--- config.mk ---
export PLATFORM = sky130hd
export DESIGN_NAME = display_value_fifo_flat
export DESIGN_NICKNAME = d
export VERILOG_FILES = /design/src/rtl/display_value_fifo_if.sv /design/src/rtl/display_value_fifo.sv /design/src/flat_wrapper.sv
export SDC_FILE = /design/constraint.sdc
export NUM_CORES = 1
export LEC_CHECK = 0
export ABC_AREA = 1
export CORE_MARGIN = 4
export CORE_UTILIZATION = 25
export CTS_BUF_LIST = sky130_fd_sc_hd__clkbuf_4 sky130_fd_sc_hd__clkbuf_8 sky130_fd_sc_hd__clkbuf_16
export DETAILED_ROUTE_END_ITERATION = 10
export MAX_ROUTING_LAYER = met4
export PLACE_DENSITY = 0.42
export SLEW_MARGIN = 20
export SYNTH_ARGS = -nofsm -noshare
export SYNTH_HDL_FRONTEND = slang
export SYNTH_SLANG_ARGS = --single-unit
--- constraint.sdc ---
create_clock -name clock -period 4.2 [get_ports clock]
set_input_delay 0.63 -clock clock [delete_from_list [all_inputs] [get_ports clock]]
set_output_delay 0.63 -clock clock [all_outputs]
set_load 0.05 [all_outputs]
--- src/rtl/display_value_fifo_if.sv ---
// Handshake bundle between the style/value resolver (master) and the
// display-value FIFO (slave); carries both the push and the pop side.
interface display_value_fifo_if #(
  parameter int WIDTH = 59
);
  logic             in_valid;
  logic [WIDTH-1:0] in_data;
  logic             is_primitive_value;
  logic             is_valid_display_value;
  logic             in_ready;
  logic             out_valid;
  logic [WIDTH-1:0] out_data;
  logic             out_ready;

  modport master (
    output in_valid, in_data, is_primitive_value, is_valid_display_value, out_ready,
    input  in_ready, out_valid, out_data
  );

  modport slave (
    input  in_valid, in_data, is_primitive_value, is_valid_display_value, out_ready,
    output in_ready, out_valid, out_data
  );
endinterface

--- src/rtl/display_value_fifo.sv ---
// DEPTH-entry circular FIFO for qualified display values with a saturating
// reject counter. Define DISPLAY_FIFO_BYPASS_EN for zero-latency pass-through when empty.
module display_value_fifo #(
  parameter int WIDTH = 59,
  parameter int DEPTH = 4,
  parameter int REJ_W = 8
) (
  input  logic                         clock,
  input  logic                         reset,
  display_value_fifo_if.slave          bus,
  output logic [$clog2(DEPTH+1)-1:0]   count,
  output logic [REJ_W-1:0]             reject_count
);
  localparam int PTR_W = (DEPTH > 1) ? $clog2(DEPTH) : 1;
  localparam int CNT_W = $clog2(DEPTH + 1);

  logic [WIDTH-1:0] storage [DEPTH];
  logic [PTR_W-1:0] wr_ptr_reg, rd_ptr_reg;
  logic [CNT_W-1:0] count_reg;
  logic [REJ_W-1:0] reject_reg;

  logic ld_en, empty, full, bypass, push, pop;

  assign ld_en = bus.is_primitive_value & bus.is_valid_display_value;
  assign empty = (count_reg == '0);
  assign full  = (count_reg == CNT_W'(DEPTH));

`ifdef DISPLAY_FIFO_BYPASS_EN
  // Empty FIFO with a ready consumer: hand the offer straight through, never stored.
  assign bypass = empty & bus.in_valid & ld_en & bus.out_ready & ~reset;
`else
  assign bypass = 1'b0;
`endif

  // No push-through when full: in_ready ignores out_ready.
  assign push = bus.in_valid & ld_en & ~full & ~bypass;
  assign pop  = ~empty & bus.out_ready;

  assign bus.in_ready  = ~full;
  assign bus.out_valid = ~empty | bypass;
  assign bus.out_data  = bypass ? bus.in_data
                       : (~empty ? storage[rd_ptr_reg] : '0);

  assign count        = count_reg;
  assign reject_count = reject_reg;

  always_ff @(posedge clock or posedge reset) begin
    if (reset) begin
      wr_ptr_reg <= '0;
      rd_ptr_reg <= '0;
      count_reg  <= '0;
      reject_reg <= '0;
    end else begin
      if (push) wr_ptr_reg <= wr_ptr_reg + PTR_W'(1);
      if (pop)  rd_ptr_reg <= rd_ptr_reg + PTR_W'(1);
      case ({push, pop})
        2'b10:   count_reg <= count_reg + CNT_W'(1);
        2'b01:   count_reg <= count_reg - CNT_W'(1);
        default: count_reg <= count_reg;
      endcase
      // Unqualified offers are counted regardless of in_ready; saturate, never wrap.
      if (bus.in_valid & ~ld_en & (reject_reg != '1))
        reject_reg <= reject_reg + REJ_W'(1);
    end
  end

  // Storage is left unreset; it is masked by out_valid until written.
  always_ff @(posedge clock) begin
    if (push) storage[wr_ptr_reg] <= bus.in_data;
  end
endmodule

--- src/flat_wrapper.sv ---
// flat-port wrapper written by rule: the top's interface ports become plain ports
module display_value_fifo_flat 
#(
  parameter int WIDTH = 59,
  parameter int DEPTH = 4,
  parameter int REJ_W = 8
)
  (clock, reset, count, reject_count, bus_in_valid, bus_in_data, bus_is_primitive_value, bus_is_valid_display_value, bus_out_ready, bus_in_ready, bus_out_valid, bus_out_data);
  display_value_fifo_if #(.WIDTH(WIDTH)) bus_i ();
  input  logic clock;
  input  logic reset;
  output logic [$clog2(DEPTH+1)-1:0] count;
  output logic [REJ_W-1:0] reject_count;
  input wire logic [$bits(bus_i.in_valid)-1:0] bus_in_valid;
  input wire logic [$bits(bus_i.in_data)-1:0] bus_in_data;
  input wire logic [$bits(bus_i.is_primitive_value)-1:0] bus_is_primitive_value;
  input wire logic [$bits(bus_i.is_valid_display_value)-1:0] bus_is_valid_display_value;
  input wire logic [$bits(bus_i.out_ready)-1:0] bus_out_ready;
  output wire logic [$bits(bus_i.in_ready)-1:0] bus_in_ready;
  output wire logic [$bits(bus_i.out_valid)-1:0] bus_out_valid;
  output wire logic [$bits(bus_i.out_data)-1:0] bus_out_data;
  assign bus_i.in_valid = bus_in_valid;
  assign bus_i.in_data = bus_in_data;
  assign bus_i.is_primitive_value = bus_is_primitive_value;
  assign bus_i.is_valid_display_value = bus_is_valid_display_value;
  assign bus_i.out_ready = bus_out_ready;
  assign bus_in_ready = bus_i.in_ready;
  assign bus_out_valid = bus_i.out_valid;
  assign bus_out_data = bus_i.out_data;
  display_value_fifo #(.WIDTH(WIDTH), .DEPTH(DEPTH), .REJ_W(REJ_W)) u_core (.clock(clock), .reset(reset), .bus(bus_i), .count(count), .reject_count(reject_count));
endmodule
Yosys cells after proc, flatten, opt, wreduce, memory -nomap -nowiden
Memory sizes are Yosys's and may differ from the RTL's.
Cells that the tools add are included.
Widths: inputs -> output; s select.
{"block": "classes", "addsub": 5, "eq_ne": 4, "muxes": 4, "bitwise_logic": 9, "n_reduce_logical": 2}
{"op": "$mux 59", "count": 1}
{"op": "$add 8x1->8 const B", "count": 1}
{"op": "$ne 8x8->1 const B", "count": 1}
{"op": "$and 1x1->1", "count": 6}
{"op": "$pmux 3 s2", "count": 1}
{"op": "$add 2x1->2 const B", "count": 2}
{"op": "$add 3x1->3 const B", "count": 1}
{"op": "$eq 3x3->1 const B", "count": 1}
{"op": "$logic_not 3->1", "count": 1}
{"op": "$not 1->1", "count": 3}
{"op": "$sub 3x1->3 const B", "count": 1}
{"op": "$eq 2x1->1 const B", "count": 1}
{"op": "$eq 2x2->1 const B", "count": 1}
{"op": "$mux 1", "count": 2}
{"op": "$reduce_bool 2->1", "count": 1}
{"block": "word_totals", "regBits": 15, "mem_bits_rw": 236, "in_bits": 65, "out_inout_bits": 72, "elab_cells": 29, "memories": 1}
{"memory": "u_core.storage", "depth": 4, "word_bits": 59, "rd": 1, "rd_clocked_by_memory_dff": 0, "write_ports": 1, "line_no": "display_value_fifo.sv:17", "text": "logic [WIDTH-1:0] storage [DEPTH];"}

Longest topological paths before layout
Gate-level depths: netlist of run 1.
{"block": "depth", "ltp_word": 5, "ltp_mapped": 11, "depth_no_buf": 11}

Worst setup path before layout of run 1
Ideal clock, no wire load.
{"block": "synth_timing", "path_kind": "register to register", "start": "reg u_core.count_reg[1] (netlist: u_core.count[1])", "end": "mem u_core.storage[0][0], enable pin", "setup_ns": 0.476, "t_arrival_ns": 4.047, "t_required_ns": 3.724, "setup_slack_ns": -0.323, "path_stages_with_launch": 5, "path_buffers": 0, "period_less_slack_ns": 4.523, "cell_sequence": "dfrtp_1 inv_1 nand3_1 nand3_2 nor2_1"}
{"block": "synth_via", "elab_chain_len": 5}
{"item": "from (decl)", "line_no": "display_value_fifo.sv:19", "text": "logic [CNT_W-1:0] count_reg;"}
{"item": "from (signal assigned)", "line_no": "display_value_fifo.sv:57", "text": "2'b10: count_reg <= count_reg + CNT_W'(1);"}
{"item": "from (signal assigned)", "line_no": "display_value_fifo.sv:58", "text": "2'b01: count_reg <= count_reg - CNT_W'(1);"}
{"item": "from (signal assigned)", "line_no": "display_value_fifo.sv:59", "text": "default: count_reg <= count_reg;"}
{"item": "$eq 3x3->1", "line_no": "display_value_fifo.sv:26", "text": "assign full = (count_reg == CNT_W'(DEPTH));"}
{"item": "$not 1->1"}
{"item": "named net bus_in_ready", "line_no": "flat_wrapper.sv:19", "text": "output wire logic [$bits(bus_i.in_ready)-1:0] bus_in_ready;"}
{"item": "$and 1x1->1", "line_no": "display_value_fifo.sv:36", "text": "assign push = bus.in_valid & ld_en & ~full & ~bypass;"}
{"item": "$mux 1", "line_no": "display_value_fifo.sv:69", "text": "if (push) storage[wr_ptr_reg] <= bus.in_data;"}
{"item": "$mux 1 (not written as such)", "line_no": "display_value_fifo.sv:69"}
{"item": "to (decl)", "line_no": "display_value_fifo.sv:17"}
The timed path passes the listed nets, and every way through them passes these cells.

Final worst setup path of run 1
{"block": "layout_timing", "start": "reg u_core.rd_ptr_reg[0]", "end": "out bus_out_data[52]"}
{"block": "layout_via", "elab_chain_len": 2}
{"item": "from (decl)", "line_no": "display_value_fifo.sv:18", "text": "logic [PTR_W-1:0] wr_ptr_reg, rd_ptr_reg;"}
{"item": "from (signal assigned)", "line_no": "display_value_fifo.sv:55", "text": "if (pop) rd_ptr_reg <= rd_ptr_reg + PTR_W'(1);"}
{"item": "$mem_v2 4x59"}
{"item": "$mux 59", "line_no": "display_value_fifo.sv:42", "text": ": (~empty ? storage[rd_ptr_reg] : '0);"}
{"item": "to (decl)", "line_no": "flat_wrapper.sv:21", "text": "output wire logic [$bits(bus_i.out_data)-1:0] bus_out_data;"}
Every way passes these cells.

==> results of run 1 <==
==> power groups by stage <==
stage	logic, mW	registers, mW	clock network [mW]
after floorplan	3.29	3.17	0
after global placement	5.05	3.10	0
after detailed placement	5.05	3.11	0
after CTS	5.07	3.06	2.71
after global routing	5.34	3.07	2.81
final	4.95	3.05	2.61
==> per-layer routing <==
metal,vias up,GRT usage [%],routed length [microns]
met1,3054,15.5,11700
met5,-,-,0
met4,0,2.47,539
met2,130,18.7,12000
met3,37,2.28,1070
li1,3121,-,-
==> kinds of logic (layout without fill, tap and decap cells) <==
logic type	after synthesis	in the layout	synth area share (%)
compound gates	182	182	9.08
xor+xnor	4	4	0.349
fa+ha+maj	7	7	0.948
buf+inv	71	228	3.73
flops	251	251	74.4
simple gates	302	302	11.5
==> cells in the final DEF, fill, tap and decap left out <==
master / instances
nand3_2: 1
nor2_4: 4
clkdlybuf4s50_1: 136
nor2_2: 1
nand3_1: 6
dfrtp_1: 13
clkbuf_4: 3
o21ai_1: 11
buf_12: 8
nor2_1: 251
nand2_1: 37
inv_1: 23
xor2_1: 2
bufinv_16: 4
edfxtp_1: 236
nand3b_1: 1
a21oi_1: 61
dfrtp_2: 1
fa_1: 1
xnor2_1: 2
clkinvlp_4: 1
clkinv_1: 7
nand2_2: 1
clkbuf_16: 31
inv_2: 2
ha_1: 6
dfrtp_4: 1
clkinv_2: 8
buf_4: 3
clkinv_4: 1
o21ai_0: 110
inv_6: 1
==> area by class of cell <==
type | count | area, sq um
inverter | 26 | 98.8
clock buffer | 34 | 798
timing repair buffer | 147 | 1540
clock inverter | 21 | 206
fill | 4005 | 26700
sequential | 251 | 7470
tap | 525 | 657
multi-input combinational | 495 | 2230
==> worst paths after layout <==
path | cells after the start | slack [ns] | start | end
min in group clock | 2 | 0.53 | u_core.count[1] | u_core.count[1]
max | 5 | 0.58 | u_core.rd_ptr_reg[0] | bus_out_data[52]
max reg2reg | 10 | 2.05 | u_core.count[0] | u_core.count[2]
min | 2 | 0.46 | reset | u_core.reject_count[6]
min reg2reg | 2 | 0.53 | u_core.count[1] | u_core.count[1]
max in group asynchronous | 2 | 3.27 | reset | u_core.rd_ptr_reg[0]
==> per-stage QoR <==
| stage | hold slack, ns | TNS [ns] | util, % | area, sq um | setup WS (ns) |
|---|---|---|---|---|---|
| final | 0.462 | 0 | 32.7 | 13000 | 0.579 |
| after global routing | 0.517 | 0 | 32.7 | 13000 | 0.345 |
| after detailed placement | 0.522 | 0 | 30.2 | 12000 | 1.05 |
| after floorplan | 0.531 | -76.31 | - | 10000 | -0.323 |
| after CTS | 0.470 | 0 | 32.7 | 13000 | 0.440 |
| after global placement | 0.500 | 0 | 30.2 | 12000 | 1.06 |
==> worst max-delay path, stage by stage, from the launching register on <==
cell	delay (ns)
dfrtp_4	0.49
clkinv_2	0.19
buf_12	0.40
o21ai_0	0.28
a21oi_1	0.23
clkdlybuf4s50_1	0.83
==> impl_metrics.env, run 1 <==
export IMPL_synth_area_leader_cell="edfxtp_1"
export IMPL_swShare_pct=43.2
export IMPL_hold_viol=0
export IMPL_slew_violations=0
export IMPL_p_seq_share_pct=28.7
export IMPL_rsz0062_at_grt="no"
export IMPL_cts_hold_buffers=0
export IMPL_ys_top_cells_by_count="nor2_1, edfxtp_1, o21ai_0, a21oi_1, nand2_1"
export IMPL_grt_pass1_wl_mm=39.0
export IMPL_drive_gt1_share_pct=7.29
export IMPL_drtPass1Iterations=6
export IMPL_clock_fmax_mhz=276
export IMPL_irDropWorstVdd_uv=474
export IMPL_dpl_cell_count=1444
export IMPL_cp_data_arrival_time_ns=2.99
export IMPL_p_per_area_mw_per_mm2=817
export IMPL_synth_cell_types=23
export IMPL_rows=73
export IMPL_seq_area_frac_synth_pct=74.4
export IMPL_cap_viol_max_count=0
export IMPL_critPathKind="register to output pin"
export IMPL_diodes=0
export IMPL_ys_seq_elements=251
export IMPL_io_pins=137
export IMPL_clk_latency_ns=0.56
export IMPL_synth_most_common_cell="nor2_1"
export IMPL_clockBufferDepth=3
export IMPL_overflow=0
export IMPL_p_leak_nw=4.38
export IMPL_p_int_mw=6.03
export IMPL_numCtsBuffers=30
export IMPL_routed_wl_mm=25.3
export IMPL_tightest_slew_ns=0.632
export IMPL_drc=0
export IMPL_postCtsSetupBuffers=0
export IMPL_synthTopCellsByArea="edfxtp_1, nor2_1, o21ai_0"
export IMPL_floorplan_die_height_microns=208
export IMPL_start_kind="register"
export IMPL_nets=1023
export IMPL_synthCells=817
export IMPL_yosysWarnings=0
export IMPL_grt_start_max_net_pins=120
export IMPL_ys_flop_type="edfxtp_1"
export IMPL_avgSynthCellArea_sq_um=12.3
export IMPL_initial_core_util_pct=25.3
export IMPL_cts_resized=0
export IMPL_clock_sinks=251
export IMPL_required_ns=3.57
export IMPL_routedWlPerCell_microns=16.9
export IMPL_viasPerCell=4.23
export IMPL_ant_nets=0
export IMPL_power_mw=10.6
export IMPL_synth_edff_count=236
export IMPL_synthArstFlopShare_pct=5.98
export IMPL_vias=6342
export IMPL_comb_power_share_pct=46.7
export IMPL_fin_skew_ns=0.0135
export IMPL_synth_top_area_share_pct=70.6
export IMPL_die_w_microns=208
export IMPL_synth_fp_nets=889
export IMPL_gp_congestion=0.726
export IMPL_cts_root_buffer="clkbuf_16"
export IMPL_core_area_sq_mm=0.0397
export IMPL_dp_hpwl_mm=13.2
export IMPL_final_cells=1499
export IMPL_finalCriticalPeriod_ns=3.62
export IMPL_drtIter0Drc=251
export IMPL_critPathMaxFanout=106
export IMPL_tritoncts="done"
export IMPL_p_sw_mw=4.58
export IMPL_period_share_pct=86.2
export IMPL_setup_viol=0
export IMPL_antenna_found_initial=0
export IMPL_grt_use_total_pct=11.7
export IMPL_port_buffer_count=136
export IMPL_hold_class="input port to async pin"
export IMPL_dieArea_sq_mm=0.0434
export IMPL_h_tree_depth=1
export IMPL_largest_register_ff_count=236
export IMPL_status="finished clean"
export IMPL_cts_clk_slew_worst_paths_ns=0.06
export IMPL_power_share_clock_pct=24.6
export IMPL_area_delta_synth_final_pct=29.6
export IMPL_grt_pass1_vias=6378
export IMPL_relSlewSlack_pct=57.9
export IMPL_syn_area_sq_mm=0.0100
export IMPL_critPathCaptureType="output pin"
Note: power is estimated with default switching activity, not from simulation.
==> run 2: changes to the inputs <==
--- a/config.mk
+++ b/config.mk
@@ -10,6 +10,7 @@
 export CORE_UTILIZATION = 25
 export CTS_BUF_LIST = sky130_fd_sc_hd__clkbuf_4 sky130_fd_sc_hd__clkbuf_8 sky130_fd_sc_hd__clkbuf_16
 export DETAILED_ROUTE_END_ITERATION = 10
+export GPL_TIMING_DRIVEN = 0
 export MAX_ROUTING_LAYER = met4
 export PLACE_DENSITY = 0.42
 export SLEW_MARGIN = 20
==> constraint.sdc (replaced) <==
create_clock -name clock -period 4 [get_ports clock]
set_input_delay 0.6 -clock clock [delete_from_list [all_inputs] [get_ports clock]]
set_output_delay 0.6 -clock clock [all_outputs]
set_load 0.05 [all_outputs]
==> run 2 against run 1 <==
Against the previous run: clock-buffer cell count did not move; design area grew 1.1%; worst hold slack lost 0.011 ns; highest routed layer unchanged; flip-flop and latch count unchanged; critical path depth up 1; combinational power grew 12%; clock power fell by 7.7%; sequential share of layout area is 0.69 points lower; setup slack worse by 0.32 ns; register-to-register slack worse by 0.29 ns; routed wire length up 8.4%.
==> impl_metrics.env, run 2 (synthesized netlist as in run 1, its figures left out) <==
export IMPL_clk_latency_ns=0.54
export IMPL_cts_resized=0
export IMPL_rr_worst_depth=5
export IMPL_grt_use_total_pct=12.7
export IMPL_dpl_cell_count=1488
export IMPL_clockBufferDepth=3
export IMPL_period_share_pct=93.6
export IMPL_hold_viol=0
export IMPL_rows=73
export IMPL_gp_congestion=0.707
export IMPL_drtIter0Drc=355
export IMPL_final_cells=1539
export IMPL_fin_setup_tns_ns=0
export IMPL_postCtsSetupBuffers=0
export IMPL_p_per_area_mw_per_mm2=844
export IMPL_cts_clk_slew_worst_paths_ns=0.06
export IMPL_routedWlPerCell_microns=17.8
export IMPL_p_leak_nw=4.43
export IMPL_vias=6464
export IMPL_required_ns=3.40
export IMPL_cts_root_buffer="clkbuf_16"
export IMPL_ant_nets=0
export IMPL_die_w_microns=208
export IMPL_h_tree_depth=1
export IMPL_nets=1066
export IMPL_rrSetupSlack_ns=1.76
export IMPL_cts_hold_buffers=0
export IMPL_clock_fmax_mhz=267
export IMPL_critPathMaxFanout=10
export IMPL_hold_class="input port to async pin"
export IMPL_drc=0
export IMPL_overflow=0
export IMPL_core_area_sq_mm=0.0397
export IMPL_final_util_pct=33.1
export IMPL_largest_register_ff_count=236
export IMPL_cap_viol_max_count=0
export IMPL_rr_endpoint="u_core.storage[0][57]"
export IMPL_drtPass1Iterations=4
export IMPL_tightest_slew_ns=0.764
export IMPL_rsz0062_at_grt="no"
export IMPL_dieArea_sq_mm=0.0434
export IMPL_layout_common_cells="nor2_1, edfxtp_1, clkdlybuf4s50_1"
export IMPL_grt_start_max_net_pins=23
export IMPL_drive_gt1_share_pct=7.60
export IMPL_status="finished clean"
export IMPL_fillers=4039
export IMPL_final_common_cell="nor2_1"
export IMPL_finalCriticalPeriod_ns=3.74
export IMPL_area_delta_synth_final_pct=31.0
export IMPL_grt_pass1_vias=6686
export IMPL_fin_skew_ns=0.00982
export IMPL_antenna_found_initial=1
export IMPL_io_pins=137
export IMPL_whs_ns=0.451
export IMPL_slew_violations=0
export IMPL_numCtsBuffers=29
export IMPL_floorplan_die_height_microns=208
export IMPL_critPathKind="register to output pin"
export IMPL_tritoncts="done"
export IMPL_irDropWorstVdd_uv=449
export IMPL_routed_wl_mm=27.4
export IMPL_initial_core_util_pct=25.3
export IMPL_critPathCaptureType="output pin"
export IMPL_power_mw=11.1
export IMPL_cp_data_arrival_time_ns=3.14
export IMPL_setup_viol=0
export IMPL_relSlewSlack_pct=48.9
export IMPL_grt_pass1_wl_mm=41.6
export IMPL_start_kind="register"
export IMPL_rr_startpoint="u_core.count[1]"
export IMPL_viasPerCell=4.20
export IMPL_port_buffer_count=136
export IMPL_clock_sinks=251
export IMPL_dp_hpwl_mm=17.5
run 2: layout make-up:
type | count | area [sq um] | share of cell area (%)
plain buffers | 45 | 277 | 2.10
well taps | 525 | 657 | 5.00
repair buffers | 146 | 1560 | 11.9
inverters | 26 | 97.6 | 0.742
clock inverters | 16 | 97.6 | 0.742
multi-input cells | 495 | 2230 | 16.9
diodes | 1 | 2.50 | 0.0190
flip-flops and latches | 251 | 7460 | 56.8
clock buffers | 34 | 763 | 5.81
run 2: power breakdown:
| group | switching (mW) | internal [mW] | total, mW | leakage (nW) |
|---|---|---|---|---|
| logic | 3.84 | 1.69 | 5.52 | 1.71 |
| clock network | 1.00 | 1.41 | 2.41 | 0.422 |
| registers | 0.0933 | 3.07 | 3.16 | 2.30 |
| total | 4.93 | 6.16 | 11.1 | 4.43 |
run 2: worst max path at each step:
stage | startpoint | to | slack, ns | cells past startpoint
after floorplan | u_core.count[1] | u_core.storage[0][0] | -0.52 | 4
after detailed placement | u_core.rd_ptr_reg[0] | bus_out_data[49] | 0.73 | 6
after CTS | u_core.rd_ptr_reg[0] | bus_out_data[49] | 0.13 | 6
final | u_core.rd_ptr_reg[0] | bus_out_data[49] | 0.26 | 6
after global placement | bus_is_primitive_value | u_core.storage[1][12] | -3.07 | 5
after global routing | u_core.rd_ptr_reg[0] | bus_out_data[49] | 0.02 | 6
run 2: worst max-delay path: stages, from the launching register on:
cell and delay (ns):
dfrtp_1 0.49, inv_2 0.12, buf_6 0.17, clkbuf_1 0.46, o21ai_0 0.20, a21oi_1 0.23, clkdlybuf4s50_1 0.92
run 2: per-stage QoR:
step | setup slack, ns | cell area (sq um)
after detailed placement | 0.735 | 12300
after floorplan | -0.523 | 10000
final | 0.255 | 13100
after CTS | 0.127 | 13100
after global placement | -3.07 | 12100
after global routing | 0.0249 | 13100
run 2: routing by layer:
metal / wire [microns] / track usage, %
met5: 0 / -
met4: 492 / 2.83
met3: 1380 / 2.38
met2: 12700 / 20.1
met1: 12800 / 17.0
==> run 3: changes to the inputs <==
==> constraint.sdc (replaced) <==
create_clock -name clock -period 3.7 [get_ports clock]
set_input_delay 0.555 -clock clock [delete_from_list [all_inputs] [get_ports clock]]
set_output_delay 0.555 -clock clock [all_outputs]
set_load 0.05 [all_outputs]
==> run 3 against run 2 <==
Against the previous run: clock power is 8% higher; global-route usage about the same; sequential share of layout area fell by 0.086 points; combinational power increased by 7.4%; critical path depth unchanged; flip-flop and latch count stayed put; die area unchanged; cell count about the same; largest power group unchanged; highest routed layer unchanged; via count down 0.37%; sequential power up 8.2%.
==> impl_metrics.env, run 3 (synthesized netlist as in run 1, its figures left out) <==
export IMPL_crit_family="buffers and inverters"
export IMPL_postPlaceCellArea_sq_mm=0.0123
export IMPL_final_area_sq_mm=0.0132
export IMPL_dieArea_sq_mm=0.0434
export IMPL_setup_viol=0
export IMPL_cts_root_buffer="clkbuf_16"
export IMPL_fin_skew_ns=0.00908
export IMPL_critPathMaxFanout=19
export IMPL_area_delta_synth_final_pct=31.2
export IMPL_routed_wl_mm=27.4
export IMPL_grt_pass1_vias=6682
export IMPL_tightest_slew_ns=0.759
export IMPL_rr_worst_depth=5
export IMPL_layout_common_cells="nor2_1, edfxtp_1, clkdlybuf4s50_1"
export IMPL_status="finished clean"
export IMPL_final_common_cell="nor2_1"
export IMPL_grt_use_total_pct=12.7
export IMPL_numCtsBuffers=29
export IMPL_relSlewSlack_pct=49.3
export IMPL_cp_data_arrival_time_ns=2.94
export IMPL_vias=6440
export IMPL_h_tree_depth=1
export IMPL_drtIter0Drc=349
export IMPL_cap_viol_max_count=0
export IMPL_port_buffer_count=136
export IMPL_worstPathCellList="inv_2, buf_6, clkbuf_2, o21ai_0, a21oi_1, clkdlybuf4s50_1"
export IMPL_routedWlPerCell_microns=17.8
export IMPL_drtPass1Iterations=4
export IMPL_rrSetupSlack_ns=1.46
export IMPL_clock_fmax_mhz=286
export IMPL_cts_clk_slew_worst_paths_ns=0.06
export IMPL_final_util_pct=33.1
export IMPL_cts_hold_buffers=0
export IMPL_rsz0062_at_grt="no"
export IMPL_gp_congestion=0.707
export IMPL_fillers=4048
export IMPL_slowest_delay_ns=0.86
export IMPL_slew_violations=0
export IMPL_io_pins=137
export IMPL_overflow=0
export IMPL_hold_viol=0
export IMPL_critPathSlowestCell="clkdlybuf4s50_1"
export IMPL_initial_core_util_pct=25.3
export IMPL_drive_gt1_share_pct=8.50
export IMPL_nets=1065
export IMPL_start_kind="register"
export IMPL_drc=0
export IMPL_irDropWorstVdd_uv=461
export IMPL_grt_start_max_net_pins=23
export IMPL_floorplan_die_height_microns=208
export IMPL_p_leak_nw=4.56
export IMPL_finalCriticalPeriod_ns=3.50
export IMPL_ant_nets=0
export IMPL_period_share_pct=94.5
export IMPL_antenna_found_initial=1
export IMPL_die_w_microns=208
export IMPL_rr_startpoint="u_core.count[1]"
export IMPL_clock_sinks=251
export IMPL_grt_pass1_wl_mm=41.6
export IMPL_largest_register_ff_count=236
export IMPL_viasPerCell=4.19
export IMPL_critPathKind="register to output pin"
export IMPL_rr_endpoint="u_core.storage[0][57]"
export IMPL_clockBufferDepth=3
export IMPL_core_area_sq_mm=0.0397
export IMPL_required_ns=3.14
export IMPL_hold_class="input port to async pin"
export IMPL_rows=73
export IMPL_critPathCaptureType="output pin"
export IMPL_p_per_area_mw_per_mm2=907
export IMPL_tritoncts="done"
export IMPL_clk_latency_ns=0.54
export IMPL_critPathBufInv=4
export IMPL_dp_hpwl_mm=17.5
## run 3: cell types whose count changed in the layout (fill, tap and decap cells not counted), sizes merged
cell | previous run | this run
dlymetal6s2s | 0 | 8
clkbuf | 58 | 57
clkdlybuf4s50 | 136 | 122
dlygate4sd2 | 0 | 6
## run 3: worst max path at each step
| stage | startpoint | to | slack, ns | cells past startpoint |
|---|---|---|---|---|
| 2_1_floorplan | u_core.count[1] | u_core.storage[0][0] | -0.82 | 4 |
| 3_3_place_gp | bus_is_primitive_value | u_core.storage[1][12] | -3.32 | 5 |
| 3_5_place_dp | u_core.rd_ptr_reg[0] | bus_out_data[49] | 0.48 | 6 |
| 4_1_cts | u_core.rd_ptr_reg[0] | bus_out_data[48] | 0.01 | 6 |
| 5_1_grt | u_core.rd_ptr_reg[1] | bus_out_data[47] | 0.002 | 7 |
| 6_report | u_core.rd_ptr_reg[0] | bus_out_data[25] | 0.20 | 6 |
## run 3: stage by stage
step	hold WS [ns]	setup slack (ns)	power [mW]	setup TNS, ns	cells
after floorplan	0.456	-0.823	7.33	-194.31	817
after global placement	0.510	-3.32	9.56	-727.53	1478
after detailed placement	0.515	0.480	9.58	0	1488
after CTS	0.410	0.0112	12.2	0	1538
after global routing	0.444	0.00201	12.7	0	1538
final	0.405	0.205	11.9	0	1538
## run 3: metal layers
| metal | GRT usage (%) | part of all wire [%] | vias up |
|---|---|---|---|
| li1 | - | - | 3204 |
| met1 | 17.0 | 47 | 3038 |
| met2 | 20.1 | 46 | 153 |
| met3 | 2.38 | 5.5 | 45 |
| met4 | 2.83 | 1.9 | 0 |
| met5 | - | 0 | - |
## run 3: repair_timing
action / CTS / global route
setup buffers: 0 / 0
endpoints found under the setup margin: 13 / 19
gates resized for setup: 13 / 12
## run 3: layout make-up
class / instances / area, sq um / area share (%)
flip-flops and latches: 251 / 7460 / 56.7
well taps: 525 / 657 / 4.99
plain buffers: 44 / 284 / 2.16
diodes: 1 / 2.50 / 0.0190
repair buffers: 146 / 1580 / 12.0
inverters: 26 / 97.6 / 0.741
clock inverters: 16 / 97.6 / 0.741
clock buffers: 34 / 763 / 5.80
multi-input cells: 495 / 2230 / 16.9
## run 3: worst register-to-register path: stages, from the launching register on
cell,delay (ns)
dfrtp_1,0.39
inv_1,0.10
nand3_1,0.17
nand3_2,0.29
nor2_4,0.69
buf_12,0.27
## run 3: where the power goes
part           internal [mW]  total (mW)  switching (mW)
clock                   1.52        2.60            1.08
combinational           1.79        5.93            4.14
sequential              3.32        3.42           0.100
total                   6.63        11.9            5.32
